$ cat config.mk
export PLATFORM = sky130hd
export DESIGN_NAME = axi_rd_arb
export DESIGN_NICKNAME = d
export VERILOG_FILES = /design/src/rtl/axi_pkg.sv /design/src/rtl/axi_rd_line_buf.sv /design/src/rtl/mux_1h.sv /design/src/rtl/axi_rd_arb.sv
export SDC_FILE = /design/constraint.sdc
export NUM_CORES = 1
export LEC_CHECK = 0
export CAP_MARGIN = 30
export CORE_AREA = 2 2 172 174
export DETAILED_ROUTE_END_ITERATION = 8
export DIE_AREA = 0 0 174 176
export PLACE_DENSITY = 0.66
export SLEW_MARGIN = 15
export SYNTH_ARGS = -nofsm -noshare
export SYNTH_HDL_FRONTEND = slang
export SYNTH_HIERARCHICAL = 1
export SYNTH_SLANG_ARGS = --single-unit
$ cat constraint.sdc
create_clock -name clk -period 6.1 [get_ports clk]
set_input_delay 0.61 -clock clk [delete_from_list [all_inputs] [get_ports clk]]
set_output_delay 0.61 -clock clk [all_outputs]
set_load 0.03 [all_outputs]
$ cat src/rtl/axi_pkg.sv
// Shared AXI constants and read-arbiter types.
package axi_pkg;

    localparam logic [1:0] BURST_FIXED = 2'b00;
    localparam logic [1:0] BURST_INCR  = 2'b01;

    localparam logic [3:0] ARID_I = 4'd0;
    localparam logic [3:0] ARID_D = 4'd1;

    // Full 32-bit beat size, used for every line burst.
    localparam logic [2:0] SIZE_WORD = 3'd2;

    typedef enum logic [1:0] {
        ST_IDLE = 2'd0,
        ST_AR   = 2'd1,
        ST_R    = 2'd2,
        ST_RESP = 2'd3
    } rd_state_t;

    typedef enum logic {
        PORT_I = 1'b0,
        PORT_D = 1'b1
    } rd_port_t;

endpackage

$ cat src/rtl/axi_rd_line_buf.sv
// Line assembly buffer: clear, write one 32-bit word at the beat pointer, advance with wrap.
module axi_rd_line_buf #(
    parameter int WORDS     = 4,
    parameter int PTR_WIDTH = 2
) (
    input  logic                  clk,
    input  logic                  reset,
    input  logic                  clear,
    input  logic                  wr_en,
    input  logic [31:0]           wr_data,
    output logic [WORDS*32-1:0]   line
);

    logic [PTR_WIDTH-1:0] ptr_reg;

    always_ff @(posedge clk) begin
        if (reset || clear) begin
            ptr_reg <= '0;
        end else if (wr_en) begin
            ptr_reg <= (ptr_reg == PTR_WIDTH'(WORDS - 1)) ? '0 : ptr_reg + PTR_WIDTH'(1);
        end
    end

    generate
        for (genvar gi = 0; gi < WORDS; gi++) begin : g_word
            logic [31:0] word_reg;

            always_ff @(posedge clk) begin
                if (reset || clear) begin
                    word_reg <= '0;
                end else if (wr_en && ptr_reg == PTR_WIDTH'(gi)) begin
                    word_reg <= wr_data;
                end
            end

            assign line[gi*32 +: 32] = word_reg;
        end
    endgenerate

endmodule

$ cat src/rtl/mux_1h.sv
// One-hot select mux: exactly one sel bit is expected to be high.
module mux_1h #(
    parameter int N = 2,
    parameter int W = 1
) (
    input  logic [N-1:0]        sel,
    input  logic [N-1:0][W-1:0] data,
    output logic [W-1:0]        out
);

    logic [N-1:0][W-1:0] masked;

    generate
        for (genvar gi = 0; gi < N; gi++) begin : g_mask
            assign masked[gi] = sel[gi] ? data[gi] : '0;
        end
    endgenerate

    always_comb begin
        out = '0;
        for (int k = 0; k < N; k++) begin
            out = out | masked[k];
        end
    end

endmodule

$ cat src/rtl/axi_rd_arb.sv
// Shares one AXI AR/R channel pair between I-cache and D-cache refills,
// one outstanding read at a time, returning a whole line to the owner.
module axi_rd_arb
    import axi_pkg::*;
#(
    parameter int BYTES_PER_LINE = 16,
    parameter int WORDS_PER_LINE = BYTES_PER_LINE / 4,
    parameter int PTR_WIDTH      = $clog2(WORDS_PER_LINE),
    parameter int LINE_WIDTH     = WORDS_PER_LINE * 32
) (
    input  logic                  clk,
    input  logic                  reset,
    input  logic                  wr_idle,
    output logic                  read_unfinish,

    input  logic                  i_rd_req,
    input  logic [31:0]           i_rd_addr,
    input  logic                  i_rd_burst,
    input  logic [1:0]            i_rd_size,
    output logic                  i_rd_rdy,
    output logic                  i_ret_valid,
    output logic [LINE_WIDTH-1:0] i_ret_data,

    input  logic                  d_rd_req,
    input  logic [31:0]           d_rd_addr,
    input  logic                  d_rd_burst,
    input  logic [1:0]            d_rd_size,
    output logic                  d_rd_rdy,
    output logic                  d_ret_valid,
    output logic [LINE_WIDTH-1:0] d_ret_data,

    output logic [3:0]            arid,
    output logic [31:0]           araddr,
    output logic [7:0]            arlen,
    output logic [2:0]            arsize,
    output logic [1:0]            arburst,
    output logic [1:0]            arlock,
    output logic [3:0]            arcache,
    output logic [2:0]            arprot,
    output logic                  arvalid,
    input  logic                  arready,

    input  logic [3:0]            rid,
    input  logic [31:0]           rdata,
    input  logic [1:0]            rresp,
    input  logic                  rlast,
    input  logic                  rvalid,
    output logic                  rready
);

    localparam logic [31:0] LINE_MASK = ~32'(BYTES_PER_LINE - 1);

    rd_state_t   state_reg;
    rd_state_t   state_next;
    rd_port_t    last_grant_reg;
    rd_port_t    owner_reg;
    logic [31:0] addr_reg;
    logic        burst_reg;
    logic [1:0]  size_reg;

    logic grant;
    logic grant_i;
    logic grant_d;
    logic beat_wr;
    logic sel_ar;
    logic sel_r;
    logic sel_resp;
    logic sel_idle;
    logic sel_hold;

    logic [LINE_WIDTH-1:0] line;
    logic [4:0]            state_sel;
    logic [4:0][1:0]       state_src;
    logic [1:0]            state_mux;

    logic unused_axi;
    assign unused_axi = ^{rid, rresp};

    always_comb begin
        grant_i     = 1'b0;
        grant_d     = 1'b0;
        beat_wr     = 1'b0;
        sel_ar      = 1'b0;
        sel_r       = 1'b0;
        sel_resp    = 1'b0;
        sel_idle    = 1'b0;
        arvalid     = 1'b0;
        rready      = 1'b0;
        i_ret_valid = 1'b0;
        d_ret_valid = 1'b0;

        case (state_reg)
            ST_IDLE: begin
                // Tie goes to whichever port lost last time.
                if ((i_rd_req || d_rd_req) && wr_idle && !reset) begin
                    grant_d = d_rd_req && (!i_rd_req || last_grant_reg == PORT_I);
                    grant_i = !grant_d;
                    sel_ar  = 1'b1;
                end
            end
            ST_AR: begin
                arvalid = 1'b1;
                sel_r   = arready;
            end
            ST_R: begin
                rready   = 1'b1;
                beat_wr  = rvalid;
                sel_resp = rvalid && rlast;
            end
            ST_RESP: begin
                i_ret_valid = (owner_reg == PORT_I);
                d_ret_valid = (owner_reg == PORT_D);
                sel_idle    = 1'b1;
            end
            default: ;
        endcase

        grant         = grant_i || grant_d;
        i_rd_rdy      = grant_i;
        d_rd_rdy      = grant_d;
        read_unfinish = (state_reg != ST_IDLE) || grant;
        sel_hold      = !(sel_ar || sel_r || sel_resp || sel_idle);
    end

    assign state_sel = {sel_hold, sel_idle, sel_resp, sel_r, sel_ar};
    assign state_src = {state_reg, ST_IDLE, ST_RESP, ST_R, ST_AR};

    mux_1h #(
        .N (5),
        .W (2)
    ) u_state_mux (
        .sel  (state_sel),
        .data (state_src),
        .out  (state_mux)
    );

    assign state_next = rd_state_t'(state_mux);

    always_ff @(posedge clk) begin
        if (reset) begin
            state_reg      <= ST_IDLE;
            last_grant_reg <= PORT_I;
        end else begin
            state_reg <= state_next;
            if (grant) begin
                last_grant_reg <= grant_d ? PORT_D : PORT_I;
            end
        end
    end

    always_ff @(posedge clk) begin
        if (grant) begin
            owner_reg <= grant_d ? PORT_D : PORT_I;
            addr_reg  <= grant_d ? d_rd_addr  : i_rd_addr;
            burst_reg <= grant_d ? d_rd_burst : i_rd_burst;
            size_reg  <= grant_d ? d_rd_size  : i_rd_size;
        end
    end

    assign arid    = (owner_reg == PORT_D) ? ARID_D : ARID_I;
    assign araddr  = burst_reg ? (addr_reg & LINE_MASK) : addr_reg;
    assign arlen   = burst_reg ? 8'(WORDS_PER_LINE - 1) : 8'd0;
    assign arsize  = burst_reg ? SIZE_WORD : {1'b0, size_reg};
    assign arburst = burst_reg ? BURST_INCR : BURST_FIXED;
    assign arlock  = 2'b00;
    assign arcache = 4'b0000;
    assign arprot  = 3'b000;

    axi_rd_line_buf #(
        .WORDS     (WORDS_PER_LINE),
        .PTR_WIDTH (PTR_WIDTH)
    ) u_line_buf (
        .clk     (clk),
        .reset   (reset),
        .clear   (grant),
        .wr_en   (beat_wr),
        .wr_data (rdata),
        .line    (line)
    );

    assign i_ret_data = line;
    assign d_ret_data = line;

endmodule
[Yosys cells after proc, flatten, opt, wreduce, memory -nomap -nowiden]
Index checks and enable logic that the tools add are counted.
Operators by class
  add/subtract/negate cells: 1
  eq/ne operators: 6
  muxes and demuxes: 28
  bitwise gates (word level): 5
  reductions and logical operators: 22
Operators with widths (count)
  two-way mux 32 bit: 1
  two-way mux 1 bit: 19
  two-way mux 2 bit: 7
  == test 2 bit, second input constant: 4
  logical AND 1 bit: 8
  logical OR 1 bit: 8
  bitwise OR 2 bit: 3
  == test 2 x 1 -> 1 bit, second input constant: 2
  logical NOT 2 bit: 2
  two-way mux 4 bit: 1
  logical NOT 1 bit: 3
  adder 2 x 1 -> 2 bit, second input constant: 1
  NOT 1 bit: 2
  nonzero test 2 bit: 1
Storage, ports and cells
  flip-flop bits (word level): 169
  input port bits: 116
  output and inout bits: 321
  logic and storage cells: 73

[Longest topological paths before layout]
  depth in word-level cells: 10
  mapped depth: 7
  gate-level depth less buffers: 6

[Hierarchy]
Netlist, hierarchy kept.
By module, submodules not included
  axi_rd_line_buf: times used 1, cells each 598, area an instance 5713.0 sq um, sequential area each 2602.5 sq um
  axi_rd_arb: times used 1, cells each 290, area an instance 3235.6 sq um, sequential area each 1141.1 sq um
  mux_1h: times used 1, cells each 6, area an instance 42.5 sq um, sequential area each 0.0 sq um

[Worst setup path before layout]
Ideal clock, no wire load.
  kind: input to output
  from: input port wr_idle
  to: output port i_rd_rdy
  arrival: 2117 ps
  data required time: 5490 ps
  setup slack: 3373 ps
  stages on the path: 3
  path buffers: 0
  cells stage by stage: nor2b_2 > o211a_1 > and2b_1
On the way
  word-level cells in the longest chain between the ends: 4
RTL lines
  from (decl): line axi_rd_arb.sv:13  | input logic wr_idle,
  logical AND 1 bit (2 in series): line axi_rd_arb.sv:95  | if ((i_rd_req || d_rd_req) && wr_idle && !reset) begin
  two-way mux 1 bit: line axi_rd_arb.sv:95
  two-way mux 1 bit: line axi_rd_arb.sv:92  | case (state_reg)
  to (decl): line axi_rd_arb.sv:20  | output logic i_rd_rdy,
Every way passes these cells.

[Worst setup path after layout]
  from: input port reset
  to: output port i_rd_rdy
On the way
  word-level cells in the longest chain between the ends: 4
RTL lines
  from (decl): line axi_rd_arb.sv:12  | input logic reset,
  logical NOT 1 bit: line axi_rd_arb.sv:95
  logical AND 1 bit: line axi_rd_arb.sv:95
  two-way mux 1 bit: line axi_rd_arb.sv:95
  two-way mux 1 bit: line axi_rd_arb.sv:92
Every way passes these cells.

==> results.json <==
{
  "outcome": "finished clean",
  "hold_class": "reg2reg",
  "skew_ns": 0.01418,
  "nFillCells": 2785,
  "num-nets-final": 1223,
  "die_area_um2": 30620,
  "fp.dieH_um": 176,
  "antenna_cells": 0,
  "overflow": 0,
  "io_pins": 437,
  "path_max_fanout": 22,
  "num_vias": 6873,
  "place_ws_ns": 2.370,
  "drtAntennaViolNets": 0,
  "clk_path_buf_depth": 2,
  "area_delta_synth_final_pct": 39.79,
  "cts_tree": "yes",
  "layout_commonest_cell": "clkdlybuf4s50_1",
  "antenna_found_initial": 0,
  "grt_max_degree": 163,
  "cts_resized": 0,
  "power_mw": 2.576,
  "numCtsBuffers": 17,
  "worstSetupEndpointType": "output port",
  "start_kind": "primary input",
  "fp.coreArea_um2": 28550,
  "ys.flop_type": "dfxtp_1",
  "place_congestion": 0.7941,
  "p_per_area_nw_per_um2": 204.9,
  "fin_tns_setup_ns": 0,
  "setup_viol": 0,
  "crit_family": "buffers and inverters",
  "cap_violations": 0,
  "clk_pin_slew_worst_paths_ns": 0.07,
  "slew_violations": 0,
  "setup_slack_ns": 2.411,
  "fmax_mhz": 271.1,
  "synth-seq-cells": 169,
  "post_drt_wl_per_cell_um": 17.39,
  "crit_arrival_ns": 3.08,
  "routed_wl_um": 26090,
  "syn-cell-area_um2": 8991,
  "hp-start": "last_grant_reg",
  "holdBufCountCts": 0,
  "crit_buf_inv": 2,
  "drc": 0,
  "yosys_warnings": 6,
  "rsz0062_at_grt": "false",
  "crit_top_cell": "clkdlybuf4s50_1",
  "port_buffers": 410,
  "max_slew.worst_pin.slew_ns": 0.8960,
  "path_class": "in2out",
  "h-tree-depth": 4,
  "layout_min_cycle_time_ns": 3.689,
  "detail_route.first_pass.iterations": 5,
  "drive_gt1_frac": 0.2016,
  "drt-initial-drc-count": 437,
  "dp_hpwl_um": 18460,
  "final.period_utilization": 0.6047,
  "synthArstFlopShare": 0,
  "largest_register_ffs": 128,
  "grt_pass1_vias": 6387,
  "cts_root_buf": "clkbuf_16",
  "rows": 62,
  "relSlewSlack": 0.4027,
  "worst_path_max_delay_cell": "o211a_1",
  "r2r_start": "state_reg[1]",
  "rrSetupSlack_ns": 3.19,
  "start_util": 0.3150,
  "insertion_delay_ns": 0.42,
  "routed_via_density": 4.582,
  "irDropWorstVdd_mv": 0.1658,
  "die_x_um": 174,
  "synth-seq-area-share": 0.4164,
  "required_ns": 5.49,
  "syn_avg_cell_area_um2": 10.06,
  "ys_types": 36,
  "hold_viol": 0,
  "netlist_instances": 894,
  "mostFrequentLayoutCells": "410 x clkdlybuf4s50_1, 133 x dfxtp_1, 128 x nand3_1, 128 x a21bo_2, 118 x a21oi_1",
  "max_stage_delay_ns": 0.79,
  "clock_sinks": 169,
  "grt_pass1_wl_um": 38870,
  "synth_edf_count": 36,
  "startpoint": "reset",
  "cts_setup_buffers": 0,
  "grt_usage": 0.1623,
  "worstPathCellList": "clkdlybuf4s50_1 -> nor2b_2 -> o211a_1 -> and2b_1 -> clkdlybuf4s50_1",
  "total_leakage_power_nw": 4.435
}
[power breakdown]
group          switching [mW]  internal [mW]
Combinational           0.183          0.148
Clock                   0.498          0.573
Sequential             0.0111           1.16
Total                   0.692           1.88
[cells by family (layout without fill, tap and decap cells)]
logic type                 count (synthesis)  in the layout  synth area share
DFF                                      169            169            0.4164
adders and majority gates                  4              4          0.005567
other                                      2             28         0.0008353
AOI/OAI and AO/OA                        266            266            0.2270
muxes                                     36             36           0.05664
buffers and inverters                    258            454            0.2008
and+or+nand+nor                          159            159           0.09282
[final timing paths]
check                                      end  depth (start not counted)
max                                   i_rd_rdy                          5
min                             last_grant_reg                          2
max reg2reg  u_line_buf/g_word[2].word_reg[11]                          5
min reg2reg                     last_grant_reg                          2
[area by class of cell]
cell class	instances	area, um2	area share
inverter	3	11.26	0.0008960
timing repair buffer	419	4204	0.3345
multi-input combinational	493	3555	0.2828
clock buffer	20	467.9	0.03723
tap	384	480.5	0.03823
clock inverter	12	106.4	0.008462
sequential	169	3744	0.2979
[cells in the mapped netlist (2+ instances only)]
| cell type | instances | area share |
|---|---|---|
| buf_4 | 180 | 0.15 |
| dfxtp_1 | 133 | 0.30 |
| a21bo_2 | 128 | 0.14 |
| nand3_1 | 128 | 0.071 |
| a21oi_1 | 118 | 0.066 |
| edfxtp_1 | 36 | 0.12 |
| buf_2 | 33 | 0.018 |
| mux2_4 | 28 | 0.047 |
| buf_6 | 16 | 0.020 |
| clkbuf_1 | 16 | 0.0067 |
| a21oi_2 | 11 | 0.011 |
| buf_1 | 10 | 0.0042 |
| nor2b_1 | 10 | 0.0070 |
| mux2_2 | 7 | 0.0088 |
| ha_1 | 4 | 0.0056 |
| nor2_1 | 4 | 0.0017 |
| and2_1 | 3 | 0.0021 |
| inv_1 | 3 | 0.0013 |
| nand2_1 | 3 | 0.0013 |
| a222oi_1 | 2 | 0.0022 |
| a22oi_1 | 2 | 0.0017 |
| and3_1 | 2 | 0.0014 |
| conb_1 | 2 | 0.00084 |
| nand2b_1 | 2 | 0.0014 |
| o21ai_0 | 2 | 0.0011 |
[layer usage]
metal,global-route usage,vias to the layer above,part of all wire
met5,0,-,0
met3,0.02713,9,0.043
met4,0.03046,0,0.0066
met2,0.2731,216,0.50
met1,0.2211,3326,0.45
li1,-,3322,-
[worst min-delay path: cells and delay by family, from the launching register on]
kind / cells / cell delay [ns]
flip-flops: 1 / 0.33
AND/OR/NAND/NOR: 1 / 0.07
AO/OA/AOI/OAI: 1 / 0.06
[metrics by stage]
step,cell area (um2),cells,util,hold slack [ns]
6_report,12570,1500,0.4403,0.4999
5_1_grt,12570,1500,0.4403,0.5385
4_1_cts,12540,1499,0.4393,0.4974
3_5_place_dp,11970,1467,0.4192,0.4878
3_3_place_gp,11970,1467,0.4192,0.4788
2_1_floorplan,9089,920,-,0.4606
Power figures use the tool's default switching activity.
